`src/rtl/i2c_target.sv`:
```
// I2C target endpoint: filters SCL/SDA, detects START/STOP, matches a fixed
// 7-bit address, ACKs and streams written bytes out, serves read bytes in.
// Optional feature macro: I2C_TARGET_STRETCH_EN (clock stretching on reads).
// Ports:
//   clk, rst_n          system clock, async active-low reset
//   scl_i, sda_i        raw bus levels (asynchronous)
//   scl_oe, sda_oe      1 = pull line low (open drain)
//   rx_data/rx_stb/rx_first  received byte, valid pulse, first-after-address
//   tx_data/tx_valid/tx_req  read byte, its valid flag, one-cycle request
//   evt_start, evt_stop pulses on filtered START/STOP; busy while addressed
module i2c_target #(
    parameter logic [6:0]  ADDR = 7'h42,
    parameter int unsigned FILT = 3
) (
    input  logic       clk,
    input  logic       rst_n,
    input  logic       scl_i,
    input  logic       sda_i,
    output logic       scl_oe,
    output logic       sda_oe,
    output logic [7:0] rx_data,
    output logic       rx_stb,
    output logic       rx_first,
    input  logic [7:0] tx_data,
    input  logic       tx_valid,
    output logic       tx_req,
    output logic       evt_start,
    output logic       evt_stop,
    output logic       busy
);
    localparam int unsigned CW = 4;

    typedef enum logic [2:0] {
        S_IDLE, S_ADDR, S_ADDR_ACK, S_RX, S_RX_ACK, S_TX_LOAD, S_TX, S_TX_ACK
    } state_t;

    // Line index 0 = SCL, 1 = SDA; idle bus level is high.
    logic [1:0]    sync1, sync2, filt, filt_d;
    logic [CW-1:0] fcnt [2];

    // Synchronizer plus hold-time filter per line.
    always_ff @(posedge clk or negedge rst_n) begin
        if (!rst_n) begin
            sync1  <= 2'b11;
            sync2  <= 2'b11;
            filt   <= 2'b11;
            filt_d <= 2'b11;
            fcnt   <= '{default: '0};
        end else begin
            sync1  <= {sda_i, scl_i};
            sync2  <= sync1;
            filt_d <= filt;
            for (int i = 0; i < 2; i++) begin
                if (sync2[i] == filt[i]) begin
                    fcnt[i] <= '0;
                end else if (fcnt[i] == CW'(FILT - 1)) begin
                    filt[i] <= sync2[i];
                    fcnt[i] <= '0;
                end else begin
                    fcnt[i] <= fcnt[i] + 1'b1;
                end
            end
        end
    end

    logic scl_rise, scl_fall, sda_f, start_det, stop_det;
    assign sda_f     = filt[1];
    assign scl_rise  = filt[0] & ~filt_d[0];
    assign scl_fall  = ~filt[0] & filt_d[0];
    assign start_det = ~filt[1] & filt_d[1] & filt[0] & filt_d[0];
    assign stop_det  = filt[1] & ~filt_d[1] & filt[0] & filt_d[0];

    state_t     state, state_d;
    logic [7:0] shift, shift_d, rx_data_d;
    logic [2:0] bit_cnt, cnt_d;
    logic       first_pend, first_d;
    logic       sda_oe_d, scl_oe_d, rx_stb_d, rx_first_d, tx_req_d;
    logic       evt_start_d, evt_stop_d, busy_d;

    // State and registered outputs.
    always_ff @(posedge clk or negedge rst_n) begin
        if (!rst_n) begin
            state      <= S_IDLE;
            shift      <= '0;
            bit_cnt    <= '0;
            first_pend <= 1'b0;
            scl_oe     <= 1'b0;
            sda_oe     <= 1'b0;
            rx_data    <= '0;
            rx_stb     <= 1'b0;
            rx_first   <= 1'b0;
            tx_req     <= 1'b0;
            evt_start  <= 1'b0;
            evt_stop   <= 1'b0;
            busy       <= 1'b0;
        end else begin
            state      <= state_d;
            shift      <= shift_d;
            bit_cnt    <= cnt_d;
            first_pend <= first_d;
            scl_oe     <= scl_oe_d;
            sda_oe     <= sda_oe_d;
            rx_data    <= rx_data_d;
            rx_stb     <= rx_stb_d;
            rx_first   <= rx_first_d;
            tx_req     <= tx_req_d;
            evt_start  <= evt_start_d;
            evt_stop   <= evt_stop_d;
            busy       <= busy_d;
        end
    end

`ifndef I2C_TARGET_STRETCH_EN
    logic unused_tx_valid;
    assign unused_tx_valid = tx_valid;
`endif

    // Next-state and output logic; START/STOP override every state.
    always_comb begin
        state_d     = state;
        shift_d     = shift;
        cnt_d       = bit_cnt;
        first_d     = first_pend;
        scl_oe_d    = scl_oe;
        sda_oe_d    = sda_oe;
        rx_data_d   = rx_data;
        rx_stb_d    = 1'b0;
        rx_first_d  = rx_first;
        tx_req_d    = 1'b0;
        evt_start_d = 1'b0;
        evt_stop_d  = 1'b0;
        busy_d      = busy;
        if (start_det) begin
            state_d     = S_ADDR;
            cnt_d       = '0;
            sda_oe_d    = 1'b0;
            scl_oe_d    = 1'b0;
            evt_start_d = 1'b1;
        end else if (stop_det) begin
            state_d    = S_IDLE;
            sda_oe_d   = 1'b0;
            scl_oe_d   = 1'b0;
            evt_stop_d = 1'b1;
            busy_d     = 1'b0;
        end else begin
            case (state)
                S_ADDR: if (scl_rise) begin
                    shift_d = {shift[6:0], sda_f};
                    cnt_d   = bit_cnt + 3'd1;
                    if (bit_cnt == 3'd7) begin
                        if (shift[6:0] == ADDR) begin
                            state_d = S_ADDR_ACK;
                            busy_d  = 1'b1;
                            first_d = 1'b1;
                        end else begin
                            state_d = S_IDLE;
                            busy_d  = 1'b0;
                        end
                    end
                end
                // sda_oe doubles as the ACK phase: set on first fall, cleared on second.
                S_ADDR_ACK: if (scl_fall) begin
                    if (!sda_oe) begin
                        sda_oe_d = 1'b1;
                    end else begin
                        sda_oe_d = 1'b0;
                        if (shift[0]) begin
                            state_d  = S_TX_LOAD;
                            tx_req_d = 1'b1;
                        end else begin
                            state_d = S_RX;
                        end
                    end
                end
                S_RX: if (scl_rise) begin
                    shift_d = {shift[6:0], sda_f};
                    cnt_d   = bit_cnt + 3'd1;
                    if (bit_cnt == 3'd7) begin
                        rx_data_d  = {shift[6:0], sda_f};
                        rx_stb_d   = 1'b1;
                        rx_first_d = first_pend;
                        first_d    = 1'b0;
                        state_d    = S_RX_ACK;
                    end
                end
                S_RX_ACK: if (scl_fall) begin
                    sda_oe_d = ~sda_oe;
                    if (sda_oe) state_d = S_RX;
                end
                S_TX_LOAD: begin
`ifdef I2C_TARGET_STRETCH_EN
                    if (tx_valid) begin
                        shift_d  = tx_data;
                        sda_oe_d = ~tx_data[7];
                        scl_oe_d = 1'b0;
                        state_d  = S_TX;
                    end else begin
                        scl_oe_d = 1'b1;
                    end
`else
                    shift_d  = tx_data;
                    sda_oe_d = ~tx_data[7];
                    state_d  = S_TX;
`endif
                end
                // Counter wraps to 0 on the 8th rise; the following fall ends the byte.
                S_TX: if (scl_rise) begin
                    cnt_d = bit_cnt + 3'd1;
                end else if (scl_fall) begin
                    if (bit_cnt == 3'd0) begin
                        sda_oe_d = 1'b0;
                        state_d  = S_TX_ACK;
                    end else begin
                        shift_d  = {shift[6:0], 1'b0};
                        sda_oe_d = ~shift[6];
                    end
                end
                S_TX_ACK: if (scl_rise) begin
                    if (sda_f) begin
                        state_d = S_IDLE;
                        busy_d  = 1'b0;
                    end
                end else if (scl_fall) begin
                    state_d  = S_TX_LOAD;
                    tx_req_d = 1'b1;
                end
                default: ;
            endcase
        end
    end
endmodule
```
`config.mk`:
```
export PLATFORM = sky130hd
export DESIGN_NAME = i2c_target
export DESIGN_NICKNAME = d
export VERILOG_FILES = /design/src/rtl/i2c_target.sv
export SDC_FILE = /design/constraint.sdc
export NUM_CORES = 1
export LEC_CHECK = 0
export CORE_ASPECT_RATIO = 1.5
export CORE_UTILIZATION = 60
export CTS_CLUSTER_SIZE = 30
export DETAILED_ROUTE_END_ITERATION = 16
export HOLD_SLACK_MARGIN = 0.1
export PLACE_DENSITY = 0.81
export SLEW_MARGIN = 30
export SYNTH_ARGS = -nofsm -noshare
export SYNTH_HDL_FRONTEND = slang
export SYNTH_SLANG_ARGS = --single-unit
```
`constraint.sdc`:
```
create_clock -name clk -period 5.2 [get_ports clk]
set_input_delay 0.52 -clock clk [delete_from_list [all_inputs] [get_ports clk]]
set_output_delay 0.52 -clock clk [all_outputs]
set_load 0.05 [all_outputs]
```
==> results of run 1 <==
[final cells by class]
class	count	area, um2
tap	43	53.8
sequential	45	1140
inverter	12	45.0
clock inverter	3	25.0
fill	274	1010
multi-input combinational	146	1160
timing repair buffer	26	258
clock buffer	5	68.8
[worst reg2reg max path: stages, from the launching register on]
cell	delay, ns
dfrtp_1	0.79
nand2_1	0.22
or3_1	0.44
and4_1	0.19
and2_1	0.20
o31a_1	0.24
[per-layer routing]
metal  vias to the layer above  wire [um]  track usage, %
met2                        38       2450            41.8
met5                         -          0               0
met1                       804       1910            29.4
met4                         0         70            10.5
met3                         7        141            5.71
li1                        783          -               -
[path summary, 6_finish.rpt]
| check | to | slack, ns | from | depth (start not counted) |
|---|---|---|---|---|
| min in group clk | sync2[1]$_DFF_PN1_ | 0.37 | sync1[1]$_DFF_PN1_ | 0 |
| max in group asynchronous | sync2[0]$_DFF_PN1_ | 4.62 | rst_n | 1 |
| setup reg to reg | state[0]$_DFFE_PN0P_ | 3.02 | state[2]$_DFFE_PN0P_ | 5 |
| hold reg to reg | sync2[1]$_DFF_PN1_ | 0.37 | sync1[1]$_DFF_PN1_ | 0 |
| setup / recovery | state[0]$_DFFE_PN0P_ | 3.02 | state[2]$_DFFE_PN0P_ | 5 |
| hold / removal | state[2]$_DFFE_PN0P_ | 0.18 | rst_n | 1 |
[through the flow]
step | total power, mW | cells | util, %
final | 1.22 | 280 | 73.1
after global routing | 1.30 | 280 | 73.1
after global placement | 0.966 | 272 | 70.6
after floorplan | 0.888 | 214 | -
after CTS | 1.23 | 280 | 73.1
after detailed placement | 0.996 | 272 | 70.6
[power breakdown]
part	switching (mW)	leakage, nW	internal (mW)	total (mW)
Combinational	0.216	0.630	0.213	0.429
Sequential	0.115	0.573	0.445	0.560
Clock	0.132	0.0447	0.0971	0.229
Total	0.463	1.25	0.756	1.22
[registers in the layout, indices dropped and copies added (netlist names)]
register    flops
sync2           2
evt_stop        1
busy            1
bit_cnt         3
filt_d          2
sync1           2
filt            2
first_pend      1
rx_stb          1
tx_req          1
evt_start       1
rx_first        1
rx_data         8
sda_oe          1
state           3
shift           7
fcnt            8
[cells by family (layout without fill, tap and decap cells)]
group,Yosys count,count (layout)
simple gates,67,67
flops,45,45
compound gates,34,34
mux,28,28
buf+inv,23,46
fa+ha+maj,10,10
xor+xnor,6,6
other cells,1,1
[Yosys cell counts (3+ instances only)]
master | count | area share, %
a21oi_1 | 6 | 1.3
and3_1 | 3 | 0.78
buf_2 | 6 | 1.3
dfrtp_1 | 37 | 39
dfstp_2 | 8 | 8.8
ha_1 | 10 | 5.2
inv_1 | 11 | 1.7
mux2_2 | 16 | 7.5
mux2_4 | 8 | 5.0
mux2i_1 | 3 | 1.3
nand2_1 | 14 | 2.2
nand3_1 | 6 | 1.3
nand3b_1 | 3 | 0.94
nor2_1 | 18 | 2.8
nor2b_1 | 4 | 1.0
o21ai_0 | 7 | 1.5
xor2_1 | 4 | 1.5
[cells in the final DEF, fill, tap and decap left out, drive strengths merged, types with 4 or more instances in the layout]
cell	count
dfrtp	37
clkdlybuf4s50	25
mux2	25
nor2	19
nand2	15
inv	13
ha	10
dfstp	8
o21ai	7
nand3	6
a21oi	6
clkbuf	5
xor2	4
nor2b	4
nand2b	4
==> impl_metrics.csv, run 1 <==
group,metric,value,unit
clock_tree,postCtsSetupBuffers,0,
sta,rsz0062_at_grt,"no",
sta,holdWs,0.181,ns
synthesis,synth_top_family_by_area,"simple AND/OR/NAND/NOR gates",
grt,grt_first_pass_wirelength,7610,um
cells_and_area,stdcell_area,0.00274,mm2
outcome,outcome,"finished, final reports clean",
sta,setup_slack,3.02,ns
grt,antenna_found_initial,0,
worst_setup_path,worstSetupPathType,"register to register",
clock_tree,cts_buffers,5,
worst_setup_path,path_max_fanout,21,
sta,setup_viol,0,
cells_and_area,final_nets,259,
cells_and_area,diodes,0,
synthesis,synthSimpleGateAreaFrac,15.6,%
sta,final-max-slew-violation-count,0,
clock_tree,clkTransAtPathRegs,0.09,ns
worst_setup_path,worstSetupEndpointType,"register",
grt,grt_max_degree,46,
power,irDropWorstVdd,0.308,mV
worst_setup_path,worst_path_max_delay_cell,"dfrtp_1",
worst_setup_path,path_buf_inv,0,
sta,period_share,42.0,%
synthesis,synth_area,0.00240,mm2
clock_tree,ctsHoldBuffers,0,
placement,gp_congestion,0.897,
grt,gr-usage-all-layers,24.8,%
clock_tree,clk_latency,0.31,ns
cells_and_area,layout-drive-gt1-share,23.6,%
synthesis,ys_async_sr_fraction,100,%
synthesis,syn_inst,214,
route,vias_per_cell,5.83,
route,antenna_left,0,
power,leakage,1.25,nW
synthesis,yosysWarnings,0,
placement,dp_hpwl,3290,um
synthesis,yosysUniqueCellTypes,59,
floorplanning,die_h,79.5,um
power,powerDensity,444,mW/mm2
placement,place_area,0.00265,mm2
route,first_pass_iters,4,
route,avgRoutedWirePerCell,16.4,um
clock_tree,htreeDepth,2,
flow_run,maxCapViolations,0,
floorplanning,num_rows,27,
hold_path,hold_class,"input port to asynchronous set/reset pin",
sta,finalHoldViolations,0,
worst_setup_path,max_stage_delay,0.79,ns
synthesis,synthAdderAreaFrac,5.21,%
placement,pre_cts_ws,3.05,ns
route,drtIter0Drc,52,
clock_tree,cts.sinks,45,
clock_tree,clock_path_buffers,2,
synthesis,synth_nets,237,
grt,grt_pass1_vias,1683,
synthesis,ys_ff_latch,45,
placement,port_buffers,26,
worst_setup_path,arrival,2.39,ns
synthesis,synthMuxAreaShare,14.2,%
sta,max_slew.worst_pin.slew,0.677,ns
floorplanning,io_pins,29,
floorplanning,dieArea,0.00426,mm2
route,drc,0,
floorplanning,die_x,53.7,um
clock_tree,root_buffer,"clkbuf_8",
cells_and_area,syn2layout_area_growth,14.2,%
worst_setup_path,start_kind,"register",
sta,period_needed,2.18,ns
synthesis,synth_compound_area_share,10.7,%
synthesis,postSynthAreaPerCell,11.2,um2
clock_tree,cts-resized-gates,0,
route,drt-total-wl,4580,um
route,via_count,1632,
sta,fin_worst_skew,0.00837,ns
synthesis,synthXorXnorAreaFrac,2.19,%
floorplanning,initial_utilization,64.0,%
synthesis,synth-edff-count,0,
synthesis,ys_seq_area_share,47.3,%
sta,tns,0,ns
worst_setup_path,critPathTopFamily,"simple AND/OR/NAND/NOR gates",
sta,slew_headroom,54.9,%
sta,max_clock_freq,458,MHz
worst_setup_path,crit_chain,"nand2_1 -> or3_1 -> and4_1 -> and2_1 -> o31a_1",
grt,grt-ovfl-total,0,
worst_setup_path,critPathRequiredTime,5.40,ns
floorplanning,coreArea,0.00375,mm2
synthesis,synthFlopType,"dfrtp_1",
clock_tree,cts_tree,"yes",
(Power assumes the default switching activity.)
==> inputs of run 2 (changes only) <==
--- a/config.mk
+++ b/config.mk
@@ -6,11 +6,11 @@
 export NUM_CORES = 1
 export LEC_CHECK = 0
 export CORE_ASPECT_RATIO = 1.5
-export CORE_UTILIZATION = 60
+export CORE_UTILIZATION = 50
 export CTS_CLUSTER_SIZE = 30
 export DETAILED_ROUTE_END_ITERATION = 16
 export HOLD_SLACK_MARGIN = 0.1
-export PLACE_DENSITY = 0.81
+export PLACE_DENSITY = 0.72
 export SLEW_MARGIN = 30
 export SYNTH_ARGS = -nofsm -noshare
 export SYNTH_HDL_FRONTEND = slang
==> constraint.sdc (replaced) <==
create_clock -name clk -period 1.7 [get_ports clk]
set_input_delay 0.17 -clock clk [delete_from_list [all_inputs] [get_ports clk]]
set_output_delay 0.17 -clock clk [all_outputs]
set_load 0.05 [all_outputs]
==> run 2 against run 1 <==
  * The run now ends with negative setup slack left
  * Clock power grew to 3.0 times the previous value
  * Sequential share of layout area is 7.0 points lower
  * Cell count is 23% higher
  * Highest routed layer unchanged
==> impl_metrics.csv, run 2 (synthesis results as in run 1) <==
group,metric,value,unit
worst_setup_path,arrival,2.06,ns
sta,tns,-2.16,ns
route,first_pass_iters,4,
sta,setup_viol,21,
worst_setup_path,crit_chain,"ha_2 -> nand2b_4 -> nor4_4 -> a21oi_2 -> nor2_4 -> buf_12 -> mux2_4",
route,antenna_left,0,
cells_and_area,diodes,0,
worst_setup_path,regToRegSetupSlack,-0.18,ns
clock_tree,clock_path_buffers,2,
cells_and_area,final_nets,303,
grt,grt_first_pass_wirelength,8360,um
worst_setup_path,critPathRequiredTime,1.88,ns
grt,grt_pass1_vias,1854,
grt,antenna_found_initial,0,
clock_tree,htreeDepth,2,
flow_run,maxCapViolations,0,
grt,gr-usage-all-layers,22.6,%
sta,period_needed,1.88,ns
route,avgRoutedWirePerCell,14.9,um
route,vias_per_cell,5.16,
worst_setup_path,worstSetupPathType,"register to register",
sta,slew_headroom,66.5,%
placement,dp.cells,332,
worst_setup_path,path_buf_inv,1,
clock_tree,root_buffer,"clkbuf_8",
placement,pre_cts_ws,-0.191,ns
grt,grt-ovfl-total,0,
outcome,violations,"negative setup slack",
route,drtIter0Drc,49,
floorplanning,dieArea,0.00509,mm2
sta,holdWs,0.262,ns
power,powerDensity,1360,mW/mm2
floorplanning,coreArea,0.00458,mm2
placement,dp_hpwl,3810,um
hold_path,hold_class,"input port to register",
power,irDropWorstVdd,0.841,mV
sta,period_share,110,%
clock_tree,cts_tree,"yes",
sta,fin_worst_skew,0.0124,ns
sta,rsz0062_at_grt,"yes",
placement,gp_congestion,0.899,
sta,final-max-slew-violation-count,0,
clock_tree,cts_buffers,5,
sta,max_clock_freq,533,MHz
cells_and_area,syn2layout_area_growth,37.5,%
hold_path,hp-start,"sda_i",
cells_and_area,fin_util,72.1,%
clock_tree,cts.sinks,45,
cells_and_area,mostFrequentLayoutCell,"buf_4",
worst_setup_path,r2r_start,"filt_d[0]$_DFF_PN1_",
worst_setup_path,crit_start,"filt_d[0]$_DFF_PN1_",
floorplanning,num_rows,30,
cells_and_area,layout-drive-gt1-share,41.3,%
power,power,4.50,mW
worst_setup_path,path_max_fanout,7,
worst_setup_path,critPathTopFamily,"flip-flops",
sta,finalHoldViolations,0,
route,drc,0,
clock_tree,clk_latency,0.30,ns
cells_and_area,mostFrequentLayoutCells,"buf_4, dfrtp_1, clkdlybuf4s50_1",
placement,port_buffers,26,
floorplanning,die_h,86.9,um
worst_setup_path,worst_path_max_delay_cell,"dfstp_2",
floorplanning,die_x,58.6,um
outcome,outcome,"finished, violations left",
sta,setup_slack,-0.177,ns
worst_setup_path,start_kind,"register",
placement,place_area,0.00307,mm2
floorplanning,initial_utilization,52.4,%
worst_setup_path,worstSetupEndpointType,"register",
cells_and_area,layout.cells.non_filler,345,
clock_tree,clkTransAtPathRegs,0.09,ns
sta,max_slew.worst_pin.slew,0.501,ns
cells_and_area,stdcell_area,0.00330,mm2
power,leakage,1.54,nW
floorplanning,io_pins,29,
grt,grt_max_degree,26,
worst_setup_path,max_stage_delay,0.57,ns
cells_and_area,reg_top3,"fcnt x8, rx_data x8, shift x7",
route,drt-total-wl,5140,um
route,via_count,1780,
==> run 2: power by group <==
group | internal [mW] | switching, mW | total (mW)
Clock | 0.329 | 0.357 | 0.686
Sequential | 1.36 | 0.261 | 1.62
Combinational | 1.23 | 0.959 | 2.19
==> run 2: timing repair <==
item | in CTS | in global routing
hold buffers | 1 | 0
pin swaps | 5 | 6
gates resized for setup | 10 | 10
endpoints found under the setup margin | 21 | 22
endpoints found under the hold margin | 12 | 0
buffers inserted | 3 | 0
gates cloned | 1 | 0
==> run 2: cell type report <==
type / instances / area (um2)
clock inverters: 2 / 13.8
inverters: 12 / 47.5
multi-input cells: 146 / 1270
clock buffers: 6 / 82.6
flip-flops and latches: 45 / 1140
fillers: 344 / 1280
well taps: 64 / 80.1
repair buffers: 70 / 664
==> run 2: final timing paths <==
path,endpoint,cells after the start
setup reg to reg,shift[6]$_DFFE_PN0P_,7
max in group asynchronous,shift[6]$_DFFE_PN0P_,3
hold reg to reg,sync2[0]$_DFF_PN1_,0
hold / removal,sync1[1]$_DFF_PN1_,1
setup / recovery,shift[6]$_DFFE_PN0P_,7
min in group asynchronous,state[0]$_DFFE_PN0P_,2
==> run 2: worst register-to-register path, stage by stage, from the launching register on <==
cell      delay, ns
dfstp_2        0.57
ha_2           0.22
nand2b_4       0.07
nor4_4         0.28
a21oi_2        0.07
nor2_4         0.13
buf_12         0.14
mux2_4         0.29
==> run 2: routing by layer <==
layer / GRT usage [%] / up-vias / wire, um
li1: - / 869 / -
met1: 23.2 / 869 / 1960
met2: 42.7 / 32 / 2920
met3: 4.90 / 10 / 123
met4: 9.96 / 0 / 142
met5: 0 / - / 0
